[config.mk]
export PLATFORM = sky130hd
export DESIGN_NAME = multicycle_ctrl
export DESIGN_NICKNAME = d
export VERILOG_FILES = /design/src/rtl/multicycle_ctrl.sv
export SDC_FILE = /design/constraint.sdc
export NUM_CORES = 1
export LEC_CHECK = 0
export BUFFER_PORTS_ARGS = -buffer_cell sky130_fd_sc_hd__buf_4
export CAP_MARGIN = 20
export CORE_UTILIZATION = 53
export DETAILED_ROUTE_END_ITERATION = 7
export PLACE_DENSITY = 0.9
export SLEW_MARGIN = 0
export SYNTH_ARGS = -nofsm -noshare
export SYNTH_HDL_FRONTEND = slang
export SYNTH_SLANG_ARGS = --single-unit
[constraint.sdc]
create_clock -name clk_i -period 2.05 [get_ports clk_i]
set_input_delay 0.205 -clock clk_i [delete_from_list [all_inputs] [get_ports clk_i]]
set_output_delay 0.205 -clock clk_i [all_outputs]
set_load 0.01 [all_outputs]
[src/rtl/multicycle_ctrl.sv]
// Multi-cycle RV64 control FSM: sequences memory, ALU and register file per instruction.
// Optional MULTICYCLE_PERF_EN adds cycle_cnt_o / instret_o performance counters.
module multicycle_ctrl #(
   parameter int unsigned MEM_TIMEOUT = 16,
   parameter int unsigned STATE_W     = 4
) (
   input  logic               clk_i,
   input  logic               rst_i,
   input  logic [6:0]         opcode_i,
   input  logic               mem_ready_i,
   output logic               mem_req_o,
   output logic               mem_we_o,
   output logic               i_or_d_o,
   output logic               ir_write_o,
   output logic               pc_write_o,
   output logic               pc_write_cond_o,
   output logic [1:0]         pc_source_o,
   output logic [1:0]         alu_src_a_o,
   output logic [1:0]         alu_src_b_o,
   output logic [1:0]         alu_op_o,
   output logic               reg_write_o,
   output logic               mem_to_reg_o,
   output logic [STATE_W-1:0] state_o,
   output logic               halt_o,
   output logic [1:0]         err_code_o
`ifdef MULTICYCLE_PERF_EN
   ,
   output logic [31:0]        cycle_cnt_o,
   output logic [31:0]        instret_o
`endif
);

   localparam int unsigned CNT_W = 8;

   localparam logic [6:0] OP_LD  = 7'b0000011;
   localparam logic [6:0] OP_SD  = 7'b0100011;
   localparam logic [6:0] OP_R   = 7'b0110011;
   localparam logic [6:0] OP_I   = 7'b0010011;
   localparam logic [6:0] OP_BR  = 7'b1100011;
   localparam logic [6:0] OP_JAL = 7'b1101111;

   typedef enum logic [3:0] {
      S_IDLE     = 4'd0,
      S_FETCH    = 4'd1,
      S_DECODE   = 4'd2,
      S_MEM_ADDR = 4'd3,
      S_MEM_RD   = 4'd4,
      S_MEM_WR   = 4'd5,
      S_WB_MEM   = 4'd6,
      S_EXEC_R   = 4'd7,
      S_EXEC_I   = 4'd8,
      S_WB_ALU   = 4'd9,
      S_BRANCH   = 4'd10,
      S_JAL      = 4'd11,
      S_HALT     = 4'd15
   } state_t;

   state_t             state, next_state;
   logic [CNT_W-1:0]   to_cnt;
   logic [1:0]         err_q, err_next;
   logic               mem_state;
   logic               timeout;

   // A memory state gives up only if ready is still low once the wait count hits the limit
   assign mem_state = (state == S_FETCH) || (state == S_MEM_RD) || (state == S_MEM_WR);
   assign timeout   = mem_state && !mem_ready_i && (to_cnt == CNT_W'(MEM_TIMEOUT));

   assign state_o    = STATE_W'(state);
   assign err_code_o = err_q;

   always_ff @(posedge clk_i or negedge rst_i) begin
      if (!rst_i) state <= S_IDLE;
      else        state <= next_state;
   end

   // Wait counter restarts on every memory-state entry because leaving one needs ready
   always_ff @(posedge clk_i or negedge rst_i) begin
      if (!rst_i) begin
         to_cnt <= '0;
         err_q  <= 2'b00;
      end else begin
         err_q <= err_next;
         if (mem_state && !mem_ready_i && !timeout) to_cnt <= to_cnt + CNT_W'(1);
         else                                       to_cnt <= '0;
      end
   end

   always_comb begin
      next_state      = state;
      err_next        = err_q;
      mem_req_o       = 1'b0;
      mem_we_o        = 1'b0;
      i_or_d_o        = 1'b0;
      ir_write_o      = 1'b0;
      pc_write_o      = 1'b0;
      pc_write_cond_o = 1'b0;
      pc_source_o     = 2'b00;
      alu_src_a_o     = 2'b00;
      alu_src_b_o     = 2'b00;
      alu_op_o        = 2'b00;
      reg_write_o     = 1'b0;
      mem_to_reg_o    = 1'b0;
      halt_o          = 1'b0;

      case (state)
         S_IDLE: next_state = S_FETCH;
         S_FETCH: begin
            mem_req_o   = 1'b1;
            alu_src_b_o = 2'b01;
            if (mem_ready_i) begin
               ir_write_o = 1'b1;
               pc_write_o = 1'b1;
               next_state = S_DECODE;
            end else if (timeout) begin
               next_state = S_HALT;
            end
         end
         S_DECODE: begin
            alu_src_a_o = 2'b10;
            alu_src_b_o = 2'b10;
            case (opcode_i)
               OP_LD, OP_SD: next_state = S_MEM_ADDR;
               OP_R:         next_state = S_EXEC_R;
               OP_I:         next_state = S_EXEC_I;
               OP_BR:        next_state = S_BRANCH;
               OP_JAL:       next_state = S_JAL;
               default: begin
                  next_state = S_HALT;
                  err_next   = 2'b01;
               end
            endcase
         end
         S_MEM_ADDR: begin
            alu_src_a_o = 2'b01;
            alu_src_b_o = 2'b10;
            next_state  = (opcode_i == OP_SD) ? S_MEM_WR : S_MEM_RD;
         end
         S_MEM_RD: begin
            mem_req_o = 1'b1;
            i_or_d_o  = 1'b1;
            if (mem_ready_i)  next_state = S_WB_MEM;
            else if (timeout) next_state = S_HALT;
         end
         S_MEM_WR: begin
            mem_req_o = 1'b1;
            mem_we_o  = 1'b1;
            i_or_d_o  = 1'b1;
            if (mem_ready_i)  next_state = S_FETCH;
            else if (timeout) next_state = S_HALT;
         end
         S_WB_MEM: begin
            reg_write_o  = 1'b1;
            mem_to_reg_o = 1'b1;
            next_state   = S_FETCH;
         end
         S_EXEC_R: begin
            alu_src_a_o = 2'b01;
            alu_op_o    = 2'b10;
            next_state  = S_WB_ALU;
         end
         S_EXEC_I: begin
            alu_src_a_o = 2'b01;
            alu_src_b_o = 2'b10;
            alu_op_o    = 2'b11;
            next_state  = S_WB_ALU;
         end
         S_WB_ALU: begin
            reg_write_o = 1'b1;
            next_state  = S_FETCH;
         end
         S_BRANCH: begin
            alu_src_a_o     = 2'b01;
            alu_op_o        = 2'b01;
            pc_write_cond_o = 1'b1;
            pc_source_o     = 2'b01;
            next_state      = S_FETCH;
         end
         S_JAL: begin
            reg_write_o = 1'b1;
            pc_write_o  = 1'b1;
            pc_source_o = 2'b10;
            next_state  = S_FETCH;
         end
         S_HALT:  halt_o = 1'b1;
         default: next_state = S_HALT;
      endcase

      if (timeout) err_next = 2'b10;
   end

`ifdef MULTICYCLE_PERF_EN
   logic retire;

   // Retirement is the hand-back to FETCH from a state that completes an instruction
   assign retire = (next_state == S_FETCH) &&
                   ((state == S_WB_ALU) || (state == S_WB_MEM) || (state == S_MEM_WR) ||
                    (state == S_BRANCH) || (state == S_JAL));

   always_ff @(posedge clk_i or negedge rst_i) begin
      if (!rst_i) begin
         cycle_cnt_o <= '0;
         instret_o   <= '0;
      end else begin
         if (state != S_HALT) cycle_cnt_o <= cycle_cnt_o + 32'd1;
         if (retire)          instret_o   <= instret_o + 32'd1;
      end
   end
`endif

endmodule

==> flow_metrics.tcl, run 1 <==
set metrics [dict create \
    fmax_ghz 0.519 \
    critPathArrivalTime_ns 1.72 \
    start_util_pct 57.9 \
    cp-startpoint "state_o[2]" \
    layout_setup_ws_ns 0.122 \
    tightest_slew_ns 0.614 \
    dieHeight_um 46.1 \
    fillers 128 \
    synth_area_leaders "dfrtp_1 (34%), nor2_1 (7.3%), nor2b_1 (3.0%), nand4bb_4 (2.7%), inv_1 (2.5%)" \
    wire_per_inst_um 14.3 \
    routed_wirelength_um 2450 \
    reg2reg_from "state_o[2]" \
    synth_fp_nets 127 \
    maxSlewHeadroom_pct 59.1 \
    postCtsHoldBufs 1 \
    skew_ns 0.0133 \
    cts-buffers-inserted 3 \
    drive_gt1_share_pct 34.0 \
    worstSetupPathType "reg2out" \
    period_needed_ns 1.93 \
    clk_path_buf_depth 2 \
    antenna_found_initial 0 \
    placedInstanceArea_um2 1270 \
    netlist.area_leader.share_pct 33.9 \
    critPathCaptureType "primary output" \
    core_um2 1780 \
    hpwl_um 1840 \
    cts_root_buf "clkbuf_4" \
    max-vdd-ir-drop_v 0.000648 \
    post_cts_buffers 0 \
    finalMaxSlewViolations 0 \
    first_iter_violations 51 \
    setup_viol 0 \
    synth_most_common_cell "nor2_1" \
    path_max_fanout 18 \
    grt_pass1_wl_um 3860 \
    hold_ws_ns 0.279 \
    num_antenna_cells 0 \
    cts.clk_slew.worst_paths_ns 0.09 \
    boundaryPins 33 \
    p_leak_nw 0.612 \
    vias_per_cell 5.69 \
    rows 15 \
    ys_ff_latch 14 \
    finalHoldViolCount 0 \
    cp.required_ns 1.85 \
    critPathSlowestCell "dfrtp_1" \
    gp_congestion 0.841 \
    fin_util_pct 73.6 \
    dr.pass1.iters 4 \
    drtAntennaViolNets 0 \
    avgSynthCellArea_um2 8.98 \
    synth.top_cells.by_count "nor2_1 (20), dfrtp_1 (14), inv_1 (7), nand2_1 (6), nor2b_1 (5)" \
    maxCapViolCount 0 \
    register_area_um2 350 \
    syn_area_um2 1030 \
    synth.largest_area_cell "dfrtp_1" \
    synth_warnings 0 \
    multiInputGateArea_um2 618 \
    ys_seq_area_share_pct 33.9 \
    cts_resized 0 \
    die_w_um 46.1 \
    outcome "finished, final reports clean" \
    drc 0 \
    htree_levels 1 \
    fin_area_um2 1310 \
    ff2ff_setup_slack_ns 0.49 \
    rsz0062_at_grt "false" \
    synth-async-reset-ratio_pct 100 \
    hold_path_class "in2async" \
    ys_types 40 \
    clkSinkCount 14 \
    powerDensity_nw_per_um2 394 \
    fin_setup_tns_ns 0 \
    synth-main-ff-cell "dfrtp_1" \
    fin_nets 160 \
    pre_cts_ws_ns 0.461 \
    track_usage_pct 26.6 \
    areaGrowthSynthToFinish_pct 27.2 \
    fp.dieArea_um2 2130 \
    synth_edf_count 0 \
    num_vias 978 \
    grt-ovfl-total 0 \
    path_cells "nand2b_1 -> nor2_1 -> or2_1 -> buf_4" \
    grt_max_degree 19 \
    port_buffers 32 \
    syn_inst 115 \
    max_stage_delay_ns 0.74 \
    clk-insertion-delay-late_ns 0.29 \
    fin_crit_sh_pct 94.0 \
    grt_pass1_vias 869 \
    cts_tree "yes" \
    crit_path_start_kind "register" \
]
[final timing paths]
kind                                  to  cells after the start
min in group clk_i             to_cnt[3]                      3
max reg2reg                   state_o[3]                      4
max in group asynchronous     state_o[1]                      2
min                            to_cnt[4]                      2
max                           pc_write_o                      4
min reg2reg                err_code_o[0]                      2
[placed cells by master (no fill, tap or decap), drive strengths merged, types with 3 or more instances in the layout]
master	n
a21o	3
a21oi	4
inv	7
nor2	22
nand2	6
nor3	3
clkbuf	4
dfrtp	14
and2	3
nand2b	5
nand3	4
nor2b	5
nor4	3
nand4	3
xnor2	3
buf	32
xor2	3
[power by group]
group | leakage (nW) | internal (W) | total (W) | switching, W
Sequential | 0.170 | 0.000276 | 0.000276 | 0
Clock | 0.0210 | 0.000108 | 0.000202 | 0.0000941
Combinational | 0.421 | 0.0000189 | 0.0000383 | 0.0000195
[flip-flops by register name, summed over array words and instances (netlist names)]
signal and count:
err_code_o 2, state_o 4, to_cnt 8
[per-stage QoR]
| step | total power (W) | std cells |
|---|---|---|
| after floorplan | 0.000292 | 115 |
| after global placement | 0.000316 | 167 |
| after detailed placement | 0.000318 | 167 |
| after CTS | 0.000518 | 172 |
| after global routing | 0.000533 | 172 |
| final | 0.000517 | 172 |
[area by class of cell]
cell class | count | area share (%)
well taps | 25 | 2.38
flip-flops and latches | 14 | 26.7
multi-input cells | 89 | 47.1
repair buffers | 33 | 19.1
clock buffers | 4 | 2.76
inverters | 7 | 2.00
[layer usage]
layer	routed length (um)	share of wire, %	vias to the layer above	global-route usage, %
li1	-	-	468	-
met1	967	39	463	33.8
met2	1280	52	43	43.4
met3	171	7.0	4	6.27
met4	38	1.5	0	10.6
met5	0	0	-	0
[cell families after synthesis]
logic type,Yosys count,share of synthesized area (%)
AND/OR/NAND/NOR,61,37.2
XOR/XNOR,6,5.09
buffers and inverters,12,6.18
adder cells (fa/ha/maj),2,2.42
multiplexers,1,0.970
AO/OA/AOI/OAI,19,14.2
flip-flops,14,33.9
[worst max-delay path: cells and delay by family (launching register included)]
| family | cells | cell delay (ns) |
|---|---|---|
| buffers and inverters | 1 | 0.14 |
| flip-flops | 1 | 0.74 |
| AND/OR/NAND/NOR | 3 | 0.56 |
Note: power is estimated with default switching activity, not from simulation.
==> inputs of run 2 (changes only) <==
Settings changed: CORE_ASPECT_RATIO set to 0.9.
==> run 2 against run 1 <==
Sequential share of layout area barely moved. Worst hold slack barely moved. Global-route usage fell by 2.4 points. Clock skew fell by 0.012 ns. Utilization rose by 1.2 points. Sequential cell count did not move. Highest routed layer unchanged. Non-clock buffer count did not move.
==> flow_metrics.tcl, run 2 (synthesis results as in run 1) <==
set metrics [dict create \
    outcome "finished, final reports clean" \
    port_buffers 32 \
    hpwl_um 1770 \
    worstSetupPathType "reg2out" \
    period_needed_ns 1.90 \
    regMostFlops "to_cnt" \
    grt_pass1_wl_um 3800 \
    critPathBufInv 1 \
    drive_gt1_share_pct 34.0 \
    fin_area_um2 1310 \
    cts_resized 0 \
    clkSinkCount 14 \
    fin_crit_sh_pct 92.5 \
    hold_path_class "in2reg" \
    finalMaxSlewViolations 0 \
    largest_reg_flops 8 \
    clk-insertion-delay-late_ns 0.29 \
    clk_path_buf_depth 2 \
    fp.dieArea_um2 2130 \
    htree_levels 1 \
    fin_setup_tns_ns 0 \
    track_usage_pct 24.2 \
    layout_commonest_cell "buf_4" \
    fin_nets 160 \
    pre_cts_ws_ns 0.469 \
    power_frac_comb_pct 7.3 \
    fmax_ghz 0.527 \
    core_um2 1750 \
    crit_path_start_kind "register" \
    rows 14 \
    total_power_w 0.000514 \
    skew_ns 0.00124 \
    rsz0062_at_grt "false" \
    wire_per_inst_um 13.1 \
    maxCapViolCount 0 \
    max-vdd-ir-drop_v 0.000402 \
    path_cells "nand2b_1 -> nor2_1 -> or2_1 -> buf_4" \
    maxSlewHeadroom_pct 61.0 \
    dr.pass1.iters 4 \
    pwr-share-clk_pct 39.0 \
    setup_viol 0 \
    p_leak_nw 0.612 \
    path_max_fanout 18 \
    cts_root_buf "clkbuf_4" \
    vias_per_cell 5.46 \
    critPathSlowestCell "dfrtp_1" \
    crit_family "flip-flops" \
    p_sw_share_pct 21.6 \
    drtAntennaViolNets 0 \
    num_vias 934 \
    areaGrowthSynthToFinish_pct 27.0 \
    start_util_pct 58.9 \
    powerDensity_nw_per_um2 392 \
    grt_pass1_vias 855 \
    grt-ovfl-total 0 \
    antenna_found_initial 0 \
    post_cts_buffers 0 \
    max_stage_delay_ns 0.72 \
    tightest_slew_ns 0.585 \
    placedInstanceArea_um2 1260 \
    cts.clk_slew.worst_paths_ns 0.08 \
    drc 0 \
    fillers 127 \
    critPathArrivalTime_ns 1.69 \
    p_int_w 0.000403 \
    boundaryPins 33 \
    dieHeight_um 43.9 \
    gp_congestion 0.893 \
    final_cell_mix "buf_4 (32), nor2_1 (20), dfrtp_1 (14), inv_1 (7), nand2_1 (6)" \
    cp.required_ns 1.85 \
    cts_tree "yes" \
    first_iter_violations 24 \
    num_antenna_cells 0 \
    grt_max_degree 19 \
    finalHoldViolCount 0 \
    critPathCaptureType "primary output" \
    p_switching_w 0.000111 \
    layout_setup_ws_ns 0.154 \
    cts-buffers-inserted 3 \
    die_w_um 48.5 \
    p_seq_share_pct 53.7 \
    routed_wirelength_um 2240 \
]
run 2: cell counts in the layout (fill, tap and decap cells not counted):
Identical to the previous run, type by type.
run 2: final timing paths:
path | from | endpoint | slack [ns] | depth (start not counted)
worst max register to register | state_o[2] | state_o[3] | 0.46 | 4
worst min-delay path | mem_ready_i | to_cnt[3] | 0.28 | 3
worst min register to register | err_code_o[1] | err_code_o[1] | 0.49 | 1
max in group asynchronous | rst_i | err_code_o[0] | 1.57 | 2
worst max-delay path | state_o[2] | pc_write_o | 0.15 | 4
min in group asynchronous | rst_i | to_cnt[4] | 0.32 | 2
run 2: tightest hold or removal path: stages:
cell	delay, ns
buf_4	0.12
nor4_4	0.07
and2_1	0.14
run 2: cell type report:
class	instances	area [um^2]	share of cell area [%]
Clock buffer	4	36.3	2.77
Inverter	7	26.3	2.00
Multi-Input combinational cell	89	618	47.1
Sequential cell	14	350	26.7
Tap cell	24	30.0	2.29
Timing Repair Buffer	33	250	19.1
run 2: metrics by stage:
stage / cells / util (%) / hold slack (ns)
finish: 171 / 74.9 / 0.280
global route: 171 / 74.9 / 0.278
CTS: 171 / 74.9 / 0.278
detailed placement: 166 / 72.2 / 0.0590
global placement: 166 / 72.2 / 0.0575
floorplan: 115 / - / -0.0906
run 2: repair_timing:
item	in CTS	in global routing
hold buffers	1	0
hold endpoints to repair	14	0
endpoints found under the setup margin	0	0
run 2: metal layers:
metal	vias up	global-route usage, %	share of wire (%)
met5	-	0	0
met4	0	10.0	2.5
met3	7	5.96	5.4
met2	37	40.8	49
met1	421	30.2	43
li1	469	-	-
run 2: power by group through the flow:
stage	combinational [W]	clock, W	sequential [W]
final	0.0000376	0.000201	0.000276
after global routing	0.0000416	0.000214	0.000276
after CTS	0.0000377	0.000205	0.000276
after detailed placement	0.0000362	0	0.000281
after global placement	0.0000353	0	0.000281
after floorplan	0.0000107	0	0.000281
==> inputs of run 3 (changes only) <==
Settings changed: CORE_ASPECT_RATIO 0.9 to 1.1.
==> run 3 against run 2 <==
Register-to-register slack better by 0.02 ns. Worst hold slack better by 0.0045 ns. Sequential share of layout area is 0.15 points higher. Non-clock buffer count stayed put.
==> flow_metrics.tcl, run 3 (synthesis results as in run 1) <==
set metrics [dict create \
    multiInputGateArea_um2 618 \
    postCtsHoldBufs 1 \
    num_vias 940 \
    critPathCaptureType "primary output" \
    register_area_um2 350 \
    regMostFlops "to_cnt" \
    die_w_um 44.1 \
    final_cell_mix "buf_4 (32), nor2_1 (20), dfrtp_1 (14), inv_1 (7), nand2_1 (6)" \
    skew_ns 0.0114 \
    fillers 141 \
    period_needed_ns 1.86 \
    hold_path_class "in2reg" \
    cts-buffers-inserted 3 \
    setup_viol 0 \
    wire_per_inst_um 13.6 \
    cts_tree "yes" \
    hpwl_um 1730 \
    htree_levels 1 \
    largest_reg_flops 8 \
    clk_path_buf_depth 2 \
    dp_cells 160 \
    maxCapViolCount 0 \
    core_um2 1800 \
    outcome "finished, final reports clean" \
    fin_setup_tns_ns 0 \
    grt_pass1_vias 829 \
    path_max_fanout 14 \
    fin_nets 160 \
    boundaryPins 33 \
    tightest_slew_ns 0.576 \
    critPathArrivalTime_ns 1.66 \
    fin_util_pct 72.4 \
    grt_max_degree 19 \
    finalHoldViolCount 0 \
    num_antenna_cells 0 \
    dr.pass1.iters 6 \
    powerDensity_nw_per_um2 392 \
    drtAntennaViolNets 0 \
    start_util_pct 57.3 \
    fp.dieArea_um2 2130 \
    maxSlewHeadroom_pct 61.6 \
    grt-ovfl-total 0 \
    hold_ws_ns 0.284 \
    port_buffers 32 \
    clk-insertion-delay-late_ns 0.29 \
    p_leak_nw 0.612 \
    layout_commonest_cell "buf_4" \
    grt_pass1_wl_um 3660 \
    post_cts_buffers 0 \
    vias_per_cell 5.70 \
    cts_root_buf "clkbuf_4" \
    cts_resized 0 \
    clkSinkCount 14 \
    areaGrowthSynthToFinish_pct 26.3 \
    dieHeight_um 48.3 \
    crit_path_start_kind "register" \
    fin_cells 165 \
    drc 0 \
    rsz0062_at_grt "false" \
    fmax_ghz 0.536 \
    gp_congestion 0.820 \
    worstSetupPathType "reg2out" \
    antenna_found_initial 0 \
    track_usage_pct 23.9 \
    first_iter_violations 30 \
    finalMaxSlewViolations 0 \
    cts.clk_slew.worst_paths_ns 0.09 \
    rows 16 \
    routed_wirelength_um 2240 \
    max-vdd-ir-drop_v 0.000405 \
    cp.required_ns 1.85 \
    fin_crit_sh_pct 91.0 \
    drive_gt1_share_pct 34.0 \
]
run 3: cell counts in the layout (fill, tap and decap cells not counted):
No cell type changed its count.
run 3: path summary, 6_finish.rpt:
path / from / end / slack, ns / cells after the start
setup / recovery: state_o[1] / pc_write_o / 0.19 / 4
hold / removal: mem_ready_i / to_cnt[3] / 0.28 / 3
setup reg to reg: state_o[1] / err_code_o[1] / 0.48 / 4
hold reg to reg: err_code_o[1] / err_code_o[1] / 0.49 / 1
max in group asynchronous: rst_i / to_cnt[0] / 1.57 / 2
min in group asynchronous: rst_i / to_cnt[6] / 0.30 / 2
run 3: metrics by stage:
step	total power, W	instance area, um^2	worst slack (ns)
finish	0.000511	1300	0.185
global placement	0.000317	1260	0.521
floorplan	0.000292	1030	0.590
detailed placement	0.000318	1260	0.491
global route	0.000533	1300	0.0502
CTS	0.000514	1300	0.171
run 3: area by class of cell:
class | instances | area share [%]
Inverter | 7 | 2.02
Timing Repair Buffer | 33 | 19.2
Sequential cell | 14 | 26.9
Clock buffer | 4 | 2.78
Tap cell | 18 | 1.73
Multi-Input combinational cell | 89 | 47.4
run 3: critical path, stage by stage, from the launching register on:
cell	delay (ns)
dfrtp_1	0.68
nand2b_1	0.25
nor4_2	0.06
or2_1	0.25
buf_4	0.14
run 3: layer usage:
metal,GRT usage [%],part of all wire [%],wire (um)
met4,9.70,1.7,38
met2,39.1,47,1050
met5,0,0,0
met3,5.93,7.5,168
met1,30.8,44,984
run 3: power breakdown:
group | leakage (nW) | total [W] | internal, W | switching, W
clock network | 0.0210 | 0.000197 | 0.000108 | 0.0000887
logic | 0.421 | 0.0000378 | 0.0000189 | 0.0000190
registers | 0.170 | 0.000276 | 0.000276 | 0
